### config.mk
export PLATFORM = sky130hd
export DESIGN_NAME = cdb_scheduler
export DESIGN_NICKNAME = d
export VERILOG_FILES = /design/src/rtl/cdb_scheduler_pkg.sv /design/src/rtl/cdb_slot_ring.sv /design/src/rtl/cdb_scheduler.sv
export SDC_FILE = /design/constraint.sdc
export NUM_CORES = 1
export LEC_CHECK = 0
export BUFFER_PORTS_ARGS = -buffer_cell sky130_fd_sc_hd__buf_4
export CORE_MARGIN = 2
export CORE_UTILIZATION = 58
export CTS_BUF_LIST = sky130_fd_sc_hd__clkbuf_4 sky130_fd_sc_hd__clkbuf_8
export CTS_CLUSTER_SIZE = 24
export DETAILED_ROUTE_END_ITERATION = 12
export PLACE_DENSITY = 0.81
export SLEW_MARGIN = 20
export SYNTH_ARGS = -nofsm -noshare
export SYNTH_HDL_FRONTEND = slang
export SYNTH_HIERARCHICAL = 1
export SYNTH_SLANG_ARGS = --single-unit
### constraint.sdc
create_clock -name clk -period 2.2 [get_ports clk]
set_input_delay 0.44 -clock clk [delete_from_list [all_inputs] [get_ports clk]]
set_output_delay 0.44 -clock clk [all_outputs]
set_load 0.005 [all_outputs]
### src/rtl/cdb_scheduler_pkg.sv
// Shared encodings and defaults for the CDB result-bus scheduler.
// Unit IDs, one-hot CDB owner codes, reservation slot type, latencies.
package cdb_scheduler_pkg;

   localparam int LAT_MULT_DEF = 3;
   localparam int LAT_DIV_DEF  = 6;

   typedef enum logic [1:0] {
      U_INT  = 2'd0,
      U_LS   = 2'd1,
      U_MULT = 2'd2,
      U_DIV  = 2'd3
   } unit_e;

   // cdb_sel bit order is {int,div,mult,ls}
   localparam logic [3:0] SEL_INT  = 4'b1000;
   localparam logic [3:0] SEL_DIV  = 4'b0100;
   localparam logic [3:0] SEL_MULT = 4'b0010;
   localparam logic [3:0] SEL_LS   = 4'b0001;

   typedef struct packed {
      logic  vld;
      unit_e id;
   } slot_t;

   typedef enum logic {
      DIV_IDLE = 1'b0,
      DIV_BUSY = 1'b1
   } div_st_e;

   function automatic logic [3:0] unit_sel(input slot_t s);
      logic [3:0] r;
      r = 4'b0000;
      if (s.vld) begin
         unique case (s.id)
            U_INT:   r = SEL_INT;
            U_LS:    r = SEL_LS;
            U_MULT:  r = SEL_MULT;
            U_DIV:   r = SEL_DIV;
            default: r = 4'b0000;
         endcase
      end
      return r;
   endfunction

endpackage

### src/rtl/cdb_slot_ring.sv
// CDB reservation ring: entry k owns the CDB cycle k+1 ahead.
// Reservations merge at their offset; the ring shifts one step per cycle.
module cdb_slot_ring
   import cdb_scheduler_pkg::*;
#(
   parameter int DEPTH = LAT_DIV_DEF
) (
   input  logic                    clk,
   input  logic                    reset,
   input  slot_t [DEPTH-1:0]       rsv_i,
   output logic  [DEPTH-1:0]       occ_o,
   output slot_t                   head_o
);

   slot_t [DEPTH-1:0] slot_q;
   slot_t [DEPTH-1:0] slot_d;
   slot_t [DEPTH-1:0] cmb;

   // Merge new reservations, then shift toward the CDB end.
   always_comb begin
      cmb    = slot_q;
      slot_d = '0;
      for (int k = 0; k < DEPTH; k++) begin
         if (rsv_i[k].vld) cmb[k] = rsv_i[k];
         occ_o[k] = slot_q[k].vld;
      end
      for (int k = 0; k < DEPTH-1; k++) begin
         slot_d[k] = cmb[k+1];
      end
      head_o = cmb[0];
   end

   // Reservation storage; reset drops everything in flight.
   always_ff @(posedge clk or negedge reset) begin
      if (!reset) slot_q <= '0;
      else        slot_q <= slot_d;
   end

endmodule

### src/rtl/cdb_scheduler.sv
// Issue/CDB scheduler: grants int/ls/mult/div so no two results collide.
// Optional macro CDB_SCHED_RR_EN enables int/ls round-robin.
module cdb_scheduler
   import cdb_scheduler_pkg::*;
#(
   parameter int LAT_MULT = LAT_MULT_DEF,
   parameter int LAT_DIV  = LAT_DIV_DEF
) (
   input  logic       clk,
   input  logic       reset,
   input  logic       req_int,
   input  logic       req_ls,
   input  logic       req_mult,
   input  logic       req_div,
   output logic       gnt_int,
   output logic       gnt_ls,
   output logic       gnt_mult,
   output logic       gnt_div,
   output logic [3:0] cdb_sel,
   output logic       cdb_valid,
   output logic       div_busy
);

   localparam logic [LAT_DIV-1:0] M_ONE  = LAT_DIV'(1);
   localparam logic [LAT_DIV-1:0] M_MULT = M_ONE << (LAT_MULT-1);
   localparam logic [LAT_DIV-1:0] M_DIV  = M_ONE << (LAT_DIV-1);
   localparam logic [3:0]         CNT_LD = 4'(LAT_DIV-1);

   slot_t [LAT_DIV-1:0] rsv;
   logic  [LAT_DIV-1:0] occ;
   slot_t               head;

   div_st_e    st_q, st_d;
   logic [3:0] cnt_q, cnt_d;
   logic [3:0] cdb_sel_q;
   logic       cdb_valid_q;
   logic       free1, free_m, free_d;
   logic       ls_first;

   assign free1  = ~|(occ & M_ONE);
   assign free_m = ~|(occ & M_MULT);
   assign free_d = ~|(occ & M_DIV);

`ifdef CDB_SCHED_RR_EN
   logic rr_q;

   // Pointer flips only when int and ls contended and one won.
   always_ff @(posedge clk or negedge reset) begin
      if (!reset)
         rr_q <= 1'b0;
      else if (req_int && req_ls && (gnt_int || gnt_ls))
         rr_q <= ~rr_q;
   end

   assign ls_first = rr_q;
`else
   assign ls_first = 1'b0;
`endif

   // Grants: each unit needs its target CDB slot free; div also needs IDLE.
   always_comb begin
      gnt_div  = reset & req_div & free_d & (st_q == DIV_IDLE);
      gnt_mult = reset & req_mult & free_m;
      gnt_int  = reset & free1 & req_int & ~(req_ls & ls_first);
      gnt_ls   = reset & free1 & req_ls & ~(req_int & ~ls_first);
      rsv = '0;
      if (gnt_int)  rsv[0] = '{vld: 1'b1, id: U_INT};
      if (gnt_ls)   rsv[0] = '{vld: 1'b1, id: U_LS};
      if (gnt_mult) rsv[LAT_MULT-1] = '{vld: 1'b1, id: U_MULT};
      if (gnt_div)  rsv[LAT_DIV-1]  = '{vld: 1'b1, id: U_DIV};
   end

   cdb_slot_ring #(
      .DEPTH (LAT_DIV)
   ) u_ring (
      .clk    (clk),
      .reset  (reset),
      .rsv_i  (rsv),
      .occ_o  (occ),
      .head_o (head)
   );

   // Divider next state: count down the busy period after a grant.
   always_comb begin
      st_d  = st_q;
      cnt_d = cnt_q;
      unique case (st_q)
         DIV_IDLE: begin
            if (gnt_div) begin
               st_d  = DIV_BUSY;
               cnt_d = CNT_LD;
            end
         end
         DIV_BUSY: begin
            cnt_d = cnt_q - 4'd1;
            if (cnt_q == 4'd1) st_d = DIV_IDLE;
         end
         default: begin
            st_d  = DIV_IDLE;
            cnt_d = 4'd0;
         end
      endcase
   end

   // Divider state and CDB owner registers.
   always_ff @(posedge clk or negedge reset) begin
      if (!reset) begin
         st_q        <= DIV_IDLE;
         cnt_q       <= 4'd0;
         cdb_sel_q   <= 4'b0000;
         cdb_valid_q <= 1'b0;
      end else begin
         st_q        <= st_d;
         cnt_q       <= cnt_d;
         cdb_sel_q   <= unit_sel(head);
         cdb_valid_q <= head.vld;
      end
   end

   assign cdb_sel   = cdb_sel_q;
   assign cdb_valid = cdb_valid_q;
   assign div_busy  = (st_q == DIV_BUSY);

endmodule

==> reports/results.txt, run 1 <==
n_diodes - 0
Routed Antenna Nets - 0
Longest Clk Path Bufs - 2
Post-DP HPWL - 1090 um
Die Wd - 47.3 um
total number of vias - 616
met2 usage - 0.300
initial antenna violation count - 0
CTS resizes - 0
endpoint type of the worst setup path - primary output
total core area - 1750 um^2
Fillers - 122
Setup-failing EPs final - 0
GR peak layer - met2
DRT Pass-1 Iters - 3
R2R Path Start - u_ring/occ_o[0]$_DFF_PN0_
GRT Resource Usage Total - 0.166
TritonCTS buffer count - 3
fmax - 523 MHz
layout net count - 121
clk_skew - 0.0117 ns
cell count after synthesis - 80
Mapped Avg Cell Area - 13.6 um^2
crit-path max FO - 8
total die area - 2240 um^2
slew at the pin closest to its max-slew limit - 0.557 ns
fin. max-slew vios - 0
initial core utilization - 0.624
reg2reg end - cdb_sel[1]$_DFF_PN0_
Root Buffer - clkbuf_4
CP Capture Point - gnt_div
CTS tree - done
vias per cell - 4.50
clk_lat worst skew - 0.31 ns
Worst Hold Slack - 0.0863 ns
Rel. slew slack - 0.627
DIE HEIGHT - 47.3 um
PD cells - 821 nW/um^2
final worst path period share - 0.869
# DRC - 0
largest net degree at the start of global routing - 16
final wirelength - 1470 um
peak supply drop - 0.000466 V
CP Data Required Time - 1.76 ns
routability congestion estimate - 0.696
max_cap viols - 0
vias in the first global route - 591
share of layout cells above drive strength 1 - 0.304
initial DRC count - 1
met1 Track Usage GR - 0.189
YS warnings - 6
io pins - 16
leak pwr - 0.662 nW
CP arrival - 1.47 ns
global-route wire length before repair - 2480 um
Non-Filler Instances - 137
flop2flop setup slack - 0.70 ns
grt ovf - 0
crit path launch - div_busy$_DFF_PN0_
critical path launch point type - register
H-tree Lvls - 1
Final Hold Vio Count - 0
Post-Syn Area - 1090 um^2
Placement Rows - 15
Worst R2R Path Depth - 3
Sinks on Clock Net - 25
status - complete, no violations
CP Class - register to primary output
Area growth syn-to-layout - 19.6%
setup TNS - 0 ns
Inst Count DP - 132
Routed WL per cell - 10.7 um
clock-pin slew on the worst setup and hold paths - 0.14 ns
met3 Use GR - 0.0346
min Tclk post-route - 1.91 ns
HP Class - primary input to asynchronous set/reset pin
RSZ-0062 raised after global routing - no
IO buf count - 15
-- sequential cells by signal (all words and copies together), names as in the netlist --
register       cells
div_busy           1
u_ring/occ_o       5
cnt_q              4
cdb_sel            4
u_ring/slot_q     10
cdb_valid          1
-- through the flow --
| stage | setup slack, ns | instance area, um^2 | util | power, mW |
|---|---|---|---|---|
| after floorplan | 0.611 | 1150 | - | 0.804 |
| after global placement | 0.430 | 1260 | 0.724 | 0.869 |
| after detailed placement | 0.416 | 1260 | 0.724 | 0.878 |
| after CTS | 0.260 | 1300 | 0.747 | 1.08 |
| after global routing | 0.174 | 1300 | 0.747 | 1.15 |
| final | 0.288 | 1300 | 0.747 | 1.07 |
-- layer usage --
metal,wire [um],up-vias
li1,-,305
met1,643,293
met2,739,16
met3,72,2
met4,17,0
met5,0,-
-- repair_timing --
action / 4_1_cts / 5_1_grt
setup buffers: 0 / 0
hold buffers: 1 / 0
hold endpoints to repair: 13 / 0
-- final cells by class --
class | instances | area (um^2) | share of cell area
Clock buffer | 3 | 22.5 | 0.0173
Sequential cell | 25 | 626 | 0.480
Clock inverter | 1 | 7.51 | 0.00576
Timing Repair Buffer | 18 | 138 | 0.106
Inverter | 6 | 22.5 | 0.0173
Tap cell | 25 | 31.3 | 0.0240
Multi-Input combinational cell | 59 | 457 | 0.350
-- cells in the final DEF, fill, tap and decap left out --
| cell | count |
|---|---|
| a22o_2 | 1 |
| nor3_1 | 1 |
| a31oi_4 | 1 |
| nand2_1 | 3 |
| nor3b_1 | 2 |
| and2_1 | 2 |
| xnor2_1 | 2 |
| inv_1 | 6 |
| conb_1 | 18 |
| clkinvlp_4 | 1 |
| nor3_2 | 1 |
| mux2_4 | 10 |
| and3b_1 | 2 |
| dlygate4sd3_1 | 1 |
| ha_1 | 2 |
| a22oi_1 | 1 |
| mux2i_1 | 1 |
| a41oi_1 | 1 |
| dfrtp_1 | 25 |
| and3_1 | 1 |
| nor2_1 | 3 |
| or2_1 | 5 |
| clkbuf_4 | 3 |
| a22o_1 | 1 |
| nor4bb_1 | 1 |
| buf_4 | 17 |
-- worst max-delay path: stages (launching register included) --
cell and delay (ns):
dfrtp_1 0.51, nor3_1 0.45, buf_4 0.20
-- power breakdown --
group | internal [mW] | switching (mW) | total (mW) | leakage, nW
sequential | 0.531 | 0.0614 | 0.593 | 0.302
clock | 0.0693 | 0.135 | 0.204 | 0.0139
combinational | 0.160 | 0.114 | 0.274 | 0.346
-- worst min path at each step --
| stage | start | end | slack, ns | depth (start not counted) |
|---|---|---|---|---|
| 3_5_place_dp | reset | u_ring/slot_q[0]$_DFF_PN0_ | 0.31 | 1 |
| 5_1_grt | reset | u_ring/occ_o[2]$_DFF_PN0_ | 0.09 | 2 |
| 2_1_floorplan | reset | cdb_sel[0]$_DFF_PN0_ | 0.14 | 0 |
| 6_report | reset | u_ring/slot_q[10]$_DFF_PN0_ | 0.09 | 2 |
| 4_1_cts | reset | u_ring/slot_q[10]$_DFF_PN0_ | 0.09 | 2 |
| 3_3_place_gp | reset | u_ring/slot_q[0]$_DFF_PN0_ | 0.31 | 1 |
No activity file was read; power rests on OpenSTA's default activity.
==> inputs of run 2 (changes only) <==
CORE_AREA = 2 2 39 41   (was unset)
CORE_MARGIN = unset   (was 2)
CORE_UTILIZATION = unset   (was 58)
DIE_AREA = 0 0 41 43   (was unset)
PLACE_DENSITY = 0.75   (was 0.81)
SYNTH_HIERARCHICAL = unset   (was 1)
==> reports/results.txt, run 2 <==
async set-reset flop share out of synthesis - 1.00
leak pwr - 0.425 nW (-36%)
Post-DP HPWL - 726 um (-34%)
Fillers - 118 (-3.3%)
initial antenna violation count - 0 (unchanged)
total die area - 1760 um^2 (-21%)
CP Capture Point - gnt_ls
crit-path max FO - 26 (+18)
HP Class - primary input to asynchronous set/reset pin
final worst path period share - 0.729 (-0.141)
sequential area share after synthesis - 0.642
top cells by area, synth - dfrtp_1 64%, nor4bb_1 4.5%, ha_1 3.8%, and3b_1 2.6%, nor2_1 2.3%
# hold bufs at CTS - 0 (-1)
initial DRC count - 2 (+1)
H-tree Lvls - 1 (unchanged)
CP Data Required Time - 1.76 ns (about the same)
Placement Rows - 14 (-1)
share of layout cells above drive strength 1 - 0.294 (-0.00945)
Slowest cell on crit path - nor4bb_1
# DRC - 0 (unchanged)
flop2flop setup slack - 1.04 ns (+0.34 ns)
Longest Clk Path Bufs - 2 (unchanged)
vias in the first global route - 420 (-29%)
max FFs per register - 7 (-3)
final wirelength - 1010 um (-32%)
Rel. slew slack - 0.796 (+0.168)
CTS resizes - 0 (unchanged)
CP arrival - 1.16 ns (-0.31 ns)
Biggest register - u_ring.slot_q
Crit path top cell by count - buf_4
routability congestion estimate - 0.675 (-2.9%)
min Tclk post-route - 1.60 ns (-0.309 ns)
Netlist cell types - 23
setup TNS - 0 ns (unchanged)
Post-CTS Setup Inserts - 0 (unchanged)
Routed Antenna Nets - 0 (unchanged)
TritonCTS buffer count - 3 (unchanged)
Post-Syn Area - 663 um^2 (-39%)
max_cap viols - 0 (unchanged)
crit-path max cell delay - 0.31 ns (-0.20 ns)
GRT Resource Usage Total - 0.142 (-0.0243)
slew at the pin closest to its max-slew limit - 0.306 ns (-0.251 ns)
CP delay by family, top - buffers and inverters
number of register bits inferred by synthesis - 17
syn nets - 59
PnR Total Power - 0.864 mW (-19%)
fin. max-slew vios - 0 (unchanged)
Bufs and invs on worst path - 2 (+1)
leading cell type in the layout, fill and taps excluded - dfrtp_1
dominant synthesized flop cell - dfrtp_1
io pins - 16 (unchanged)
Mapped Avg Cell Area - 13.0 um^2 (-4.5%)
total core area - 1380 um^2 (-21%)
fmax - 624 MHz (+19%)
Area growth syn-to-layout - 21.9%
CP Class - primary input to primary output
reg2reg end - cnt_q[3]$_DFFE_PN0P_
Final Hold Vio Count - 0 (unchanged)
YS warnings - 0 (-6)
final setup margin - 0.597 ns (+0.309 ns)
clk_lat worst skew - 0.28 ns (-0.03 ns)
R2R Path Start - div_busy$_DFF_PN0_
crit path launch - reset
n_diodes - 0 (unchanged)
Die Wd - 41 um (-13%)
most numerous cell in the Yosys netlist - dfrtp_1
layout net count - 77 (-36%)
endpoint type of the worst setup path - primary output
CTS tree - done
Setup WS pre-CTS - 0.570 ns (+0.153 ns)
PD cells - 1070 nW/um^2 (+30%)
DIE HEIGHT - 43 um (-9.2%)
status - complete, no violations
Worst R2R Path Depth - 2 (-1)
utilization after layout - 0.584 (-0.163)
placed cell area - 781 um^2 (-38%)
initial core utilization - 0.479 (-0.145)
Sinks on Clock Net - 17 (-32%)
IO buf count - 15 (unchanged)
Non-Filler Instances - 84 (-39%)
DRT Pass-1 Iters - 4 (+1)
top cells by count, synth - 17 x dfrtp_1, 4 x nor2_1, 3 x inv_1, 3 x nor4bb_1
commonest cells after routing, fill and taps aside - 17 x dfrtp_1, 15 x buf_4, 4 x nor2_1
Crit path depth - 3 (+1)
vias per cell - 4.96 (+10%)
cell count after synthesis - 51 (-36%)
total number of vias - 417 (-32%)
Setup-failing EPs final - 0 (unchanged)
crit path cell chain - buf_4, nor4bb_1, buf_4
largest net degree at the start of global routing - 27 (+11)
Worst Hold Slack - 0.0207 ns (-0.0655 ns)
clk_skew - 0.00236 ns (-0.00932 ns)
grt ovf - 0 (unchanged)
global-route wire length before repair - 1680 um (-32%)
critical path launch point type - primary input
peak supply drop - 0.000696 V (+49%)
Inst Count DP - 80 (-39%)
post-route cell area - 808 um^2 (-38%)
Root Buffer - clkbuf_4
area share of the largest cell type after synthesis - 0.642
Yosys top cell by area - dfrtp_1
clock-pin slew on the worst setup and hold paths - 0.09 ns (-0.05 ns)
RSZ-0062 raised after global routing - no
Routed WL per cell - 12.0 um (+12%)
EDFF count, synth - 0
[run 2: kinds of logic (layout without fill, tap and decap cells)]
group,count (synthesis),count (layout),synth area share
AOI/OAI and AO/OA,7,7,0.0811
and+or+nand+nor,18,18,0.172
muxes,1,1,0.0151
adders and majority gates,2,2,0.0377
buffers and inverters,5,22,0.0396
DFF,17,17,0.642
xor gates and xnor gates,1,1,0.0132
[run 2: cell type report]
class                      count  area [um^2]  share of cell area
inverter                       3         11.3              0.0139
tap                           16         20.0              0.0248
sequential                    17          425               0.526
multi-input combinational     29          211               0.262
clock inverter                 1         5.00             0.00619
timing repair buffer          15          113               0.139
clock buffer                   3         22.5              0.0279
[run 2: worst min-delay path by stage]
stage	startpoint	endpoint	slack [ns]	cells past startpoint
3_3_place_gp	reset	cdb_sel[0]$_DFF_PN0_	0.33	1
5_1_grt	reset	cdb_sel[1]$_DFF_PN0_	0.02	1
6_report	reset	cdb_sel[3]$_DFF_PN0_	0.02	1
3_5_place_dp	reset	cdb_sel[2]$_DFF_PN0_	0.34	1
2_1_floorplan	reset	cdb_sel[0]$_DFF_PN0_	0.14	0
4_1_cts	reset	cdb_sel[2]$_DFF_PN0_	0.02	1
[run 2: layer usage]
metal  wire (um)  track usage
met5           0            0
met4           5       0.0867
met3          66       0.0314
met2         505        0.213
met1         431        0.177
[run 2: worst register-to-register path: cells and delay by family (launching register included)]
family	cells	cell delay, ns
flops	1	0.50
compound gates	1	0.34
simple gates	1	0.21
[run 2: report_power, final]
part	total, mW	switching, mW	internal, mW
logic	0.245	0.0984	0.147
registers	0.461	0.0775	0.383
clock network	0.158	0.0902	0.0674
==> inputs of run 3 (changes only) <==
clock period = 1.6 ns   (was 2.2 ns; I/O delays follow)
==> reports/results.txt, run 3 (same netlist as run 2, synthesis figures left out) <==
PnR Total Power - 1.21 mW (+40%)
setup TNS - 0 ns (unchanged)
grt ovf - 0 (unchanged)
layout net count - 80 (+3.9%)
total die area - 1760 um^2 (unchanged)
Worst R2R Path Depth - 2 (unchanged)
vias per cell - 5.18 (+4.4%)
final worst path period share - 0.945
initial core utilization - 0.479 (unchanged)
io pins - 16 (unchanged)
R2R Path Start - cnt_q[0]$_DFFE_PN0P_
initial antenna violation count - 0 (unchanged)
final wirelength - 1130 um (+12%)
CP Data Required Time - 1.28 ns (-0.48 ns)
Routed Antenna Nets - 0 (unchanged)
Sinks on Clock Net - 17 (unchanged)
total number of vias - 451 (+8.2%)
endpoint type of the worst setup path - primary output
share of layout cells above drive strength 1 - 0.296 (+0.00166)
status - complete, no violations
global-route wire length before repair - 1820 um (+8.2%)
min-delay src - req_int
CTS resizes - 0 (unchanged)
total core area - 1380 um^2 (unchanged)
met2 usage - 0.263 (+0.0500)
CP Class - register to primary output
met1 Track Usage GR - 0.180 (+0.00249)
IO buf count - 15 (unchanged)
reg2reg end - cnt_q[3]$_DFFE_PN0P_
post-route cell area - 838 um^2 (+3.7%)
commonest cells after routing, fill and taps aside - 17 x dfrtp_1, 16 x buf_4, 4 x nor2_1, 4 x clkbuf_4
Routed WL per cell - 12.9 um (+7.9%)
# DRC - 0 (unchanged)
flop2flop setup slack - 0.46 ns (-0.58 ns)
CTS tree - done
clock-pin slew on the worst setup and hold paths - 0.09 ns (about the same)
max_cap viols - 0 (unchanged)
clk_skew - 0.00102 ns (-0.00134 ns)
largest net degree at the start of global routing - 14 (-48%)
min Tclk post-route - 1.51 ns
CP arrival - 1.19 ns (+0.03 ns)
Hold Path End - cdb_sel[0]$_DFF_PN0_
RSZ-0062 raised after global routing - no
initial DRC count - 4 (+2)
TritonCTS buffer count - 3 (unchanged)
PD cells - 1440 nW/um^2 (+35%)
n_diodes - 0 (unchanged)
H-tree Lvls - 1 (unchanged)
crit-path max FO - 7 (-73%)
peak supply drop - 0.000791 V (+14%)
leak pwr - 0.438 nW (+3.3%)
Root Buffer - clkbuf_4
DRT Pass-1 Iters - 3 (-1)
Worst Hold Slack - 0.227 ns (+0.206 ns)
leading cell type in the layout, fill and taps excluded - dfrtp_1
HP Class - primary input to register
DIE HEIGHT - 43 um (unchanged)
fin. max-slew vios - 0 (unchanged)
utilization after layout - 0.606 (+0.0217)
Setup-failing EPs final - 0 (unchanged)
Die Wd - 41 um (unchanged)
Rel. slew slack - 0.769 (-0.0265)
slew at the pin closest to its max-slew limit - 0.345 ns (+0.0386 ns)
fmax - 661 MHz
critical path launch point type - register
Fillers - 119 (+0.85%)
Longest Clk Path Bufs - 2 (unchanged)
vias in the first global route - 437 (+4.0%)
Biggest register - u_ring.slot_q
Placement Rows - 14 (unchanged)
met3 Use GR - 0.0314 (unchanged)
Final Hold Vio Count - 0 (unchanged)
Post-DP HPWL - 820 um (+13%)
Area growth syn-to-layout - 26.4%
GR peak layer - met2
max FFs per register - 7 (unchanged)
Hold Path Stages - 2
placed cell area - 788 um^2 (+0.96%)
Post-CTS Setup Inserts - 0 (unchanged)
GRT Resource Usage Total - 0.158 (+0.0161)
# hold bufs at CTS - 2 (+2)
clk_lat worst skew - 0.28 ns (about the same)
routability congestion estimate - 0.680 (+0.65%)
[run 3: area by class of cell]
cell class | count | area, um^2 | area share
Timing Repair Buffer | 18 | 140 | 0.167
Tap cell | 16 | 20.0 | 0.0239
Inverter | 3 | 11.3 | 0.0134
Sequential cell | 17 | 425 | 0.507
Multi-Input combinational cell | 29 | 211 | 0.252
Clock buffer | 4 | 30.0 | 0.0358
[run 3: worst max-delay path by stage]
stage	startpoint	end	slack [ns]	depth (start not counted)
6_report	u_ring.slot_q[1]$_DFF_PN0_	gnt_ls	0.09	2
5_1_grt	u_ring.slot_q[1]$_DFF_PN0_	gnt_ls	0.01	2
4_1_cts	u_ring.slot_q[1]$_DFF_PN0_	gnt_ls	0.12	2
3_5_place_dp	reset	cnt_q[3]$_DFFE_PN0P_	0.32	4
3_3_place_gp	reset	gnt_ls	0.35	3
2_1_floorplan	div_busy$_DFF_PN0_	cnt_q[3]$_DFFE_PN0P_	0.50	3
[run 3: power breakdown]
part           total (mW)  switching, mW  leakage [nW]  internal (mW)
Clock               0.230          0.116        0.0184          0.114
Sequential          0.629          0.102         0.217          0.527
Combinational       0.349          0.141         0.203          0.208
[run 3: metal layers]
layer / up-vias / share of wire
met5: - / 0
met4: 0 / 0.0089
met3: 2 / 0.069
met2: 13 / 0.51
met1: 223 / 0.41
li1: 213 / -
[run 3: stage by stage]
step | setup slack, ns | instances
after floorplan | 0.498 | 51
after global routing | 0.0115 | 87
after global placement | 0.351 | 81
final | 0.0876 | 87
after detailed placement | 0.318 | 81
after CTS | 0.122 | 87
[run 3: critical path: stages, from the launching register on]
cell and delay, ns:
dfrtp_1 0.44, nor4bb_1 0.31, buf_4 0.17
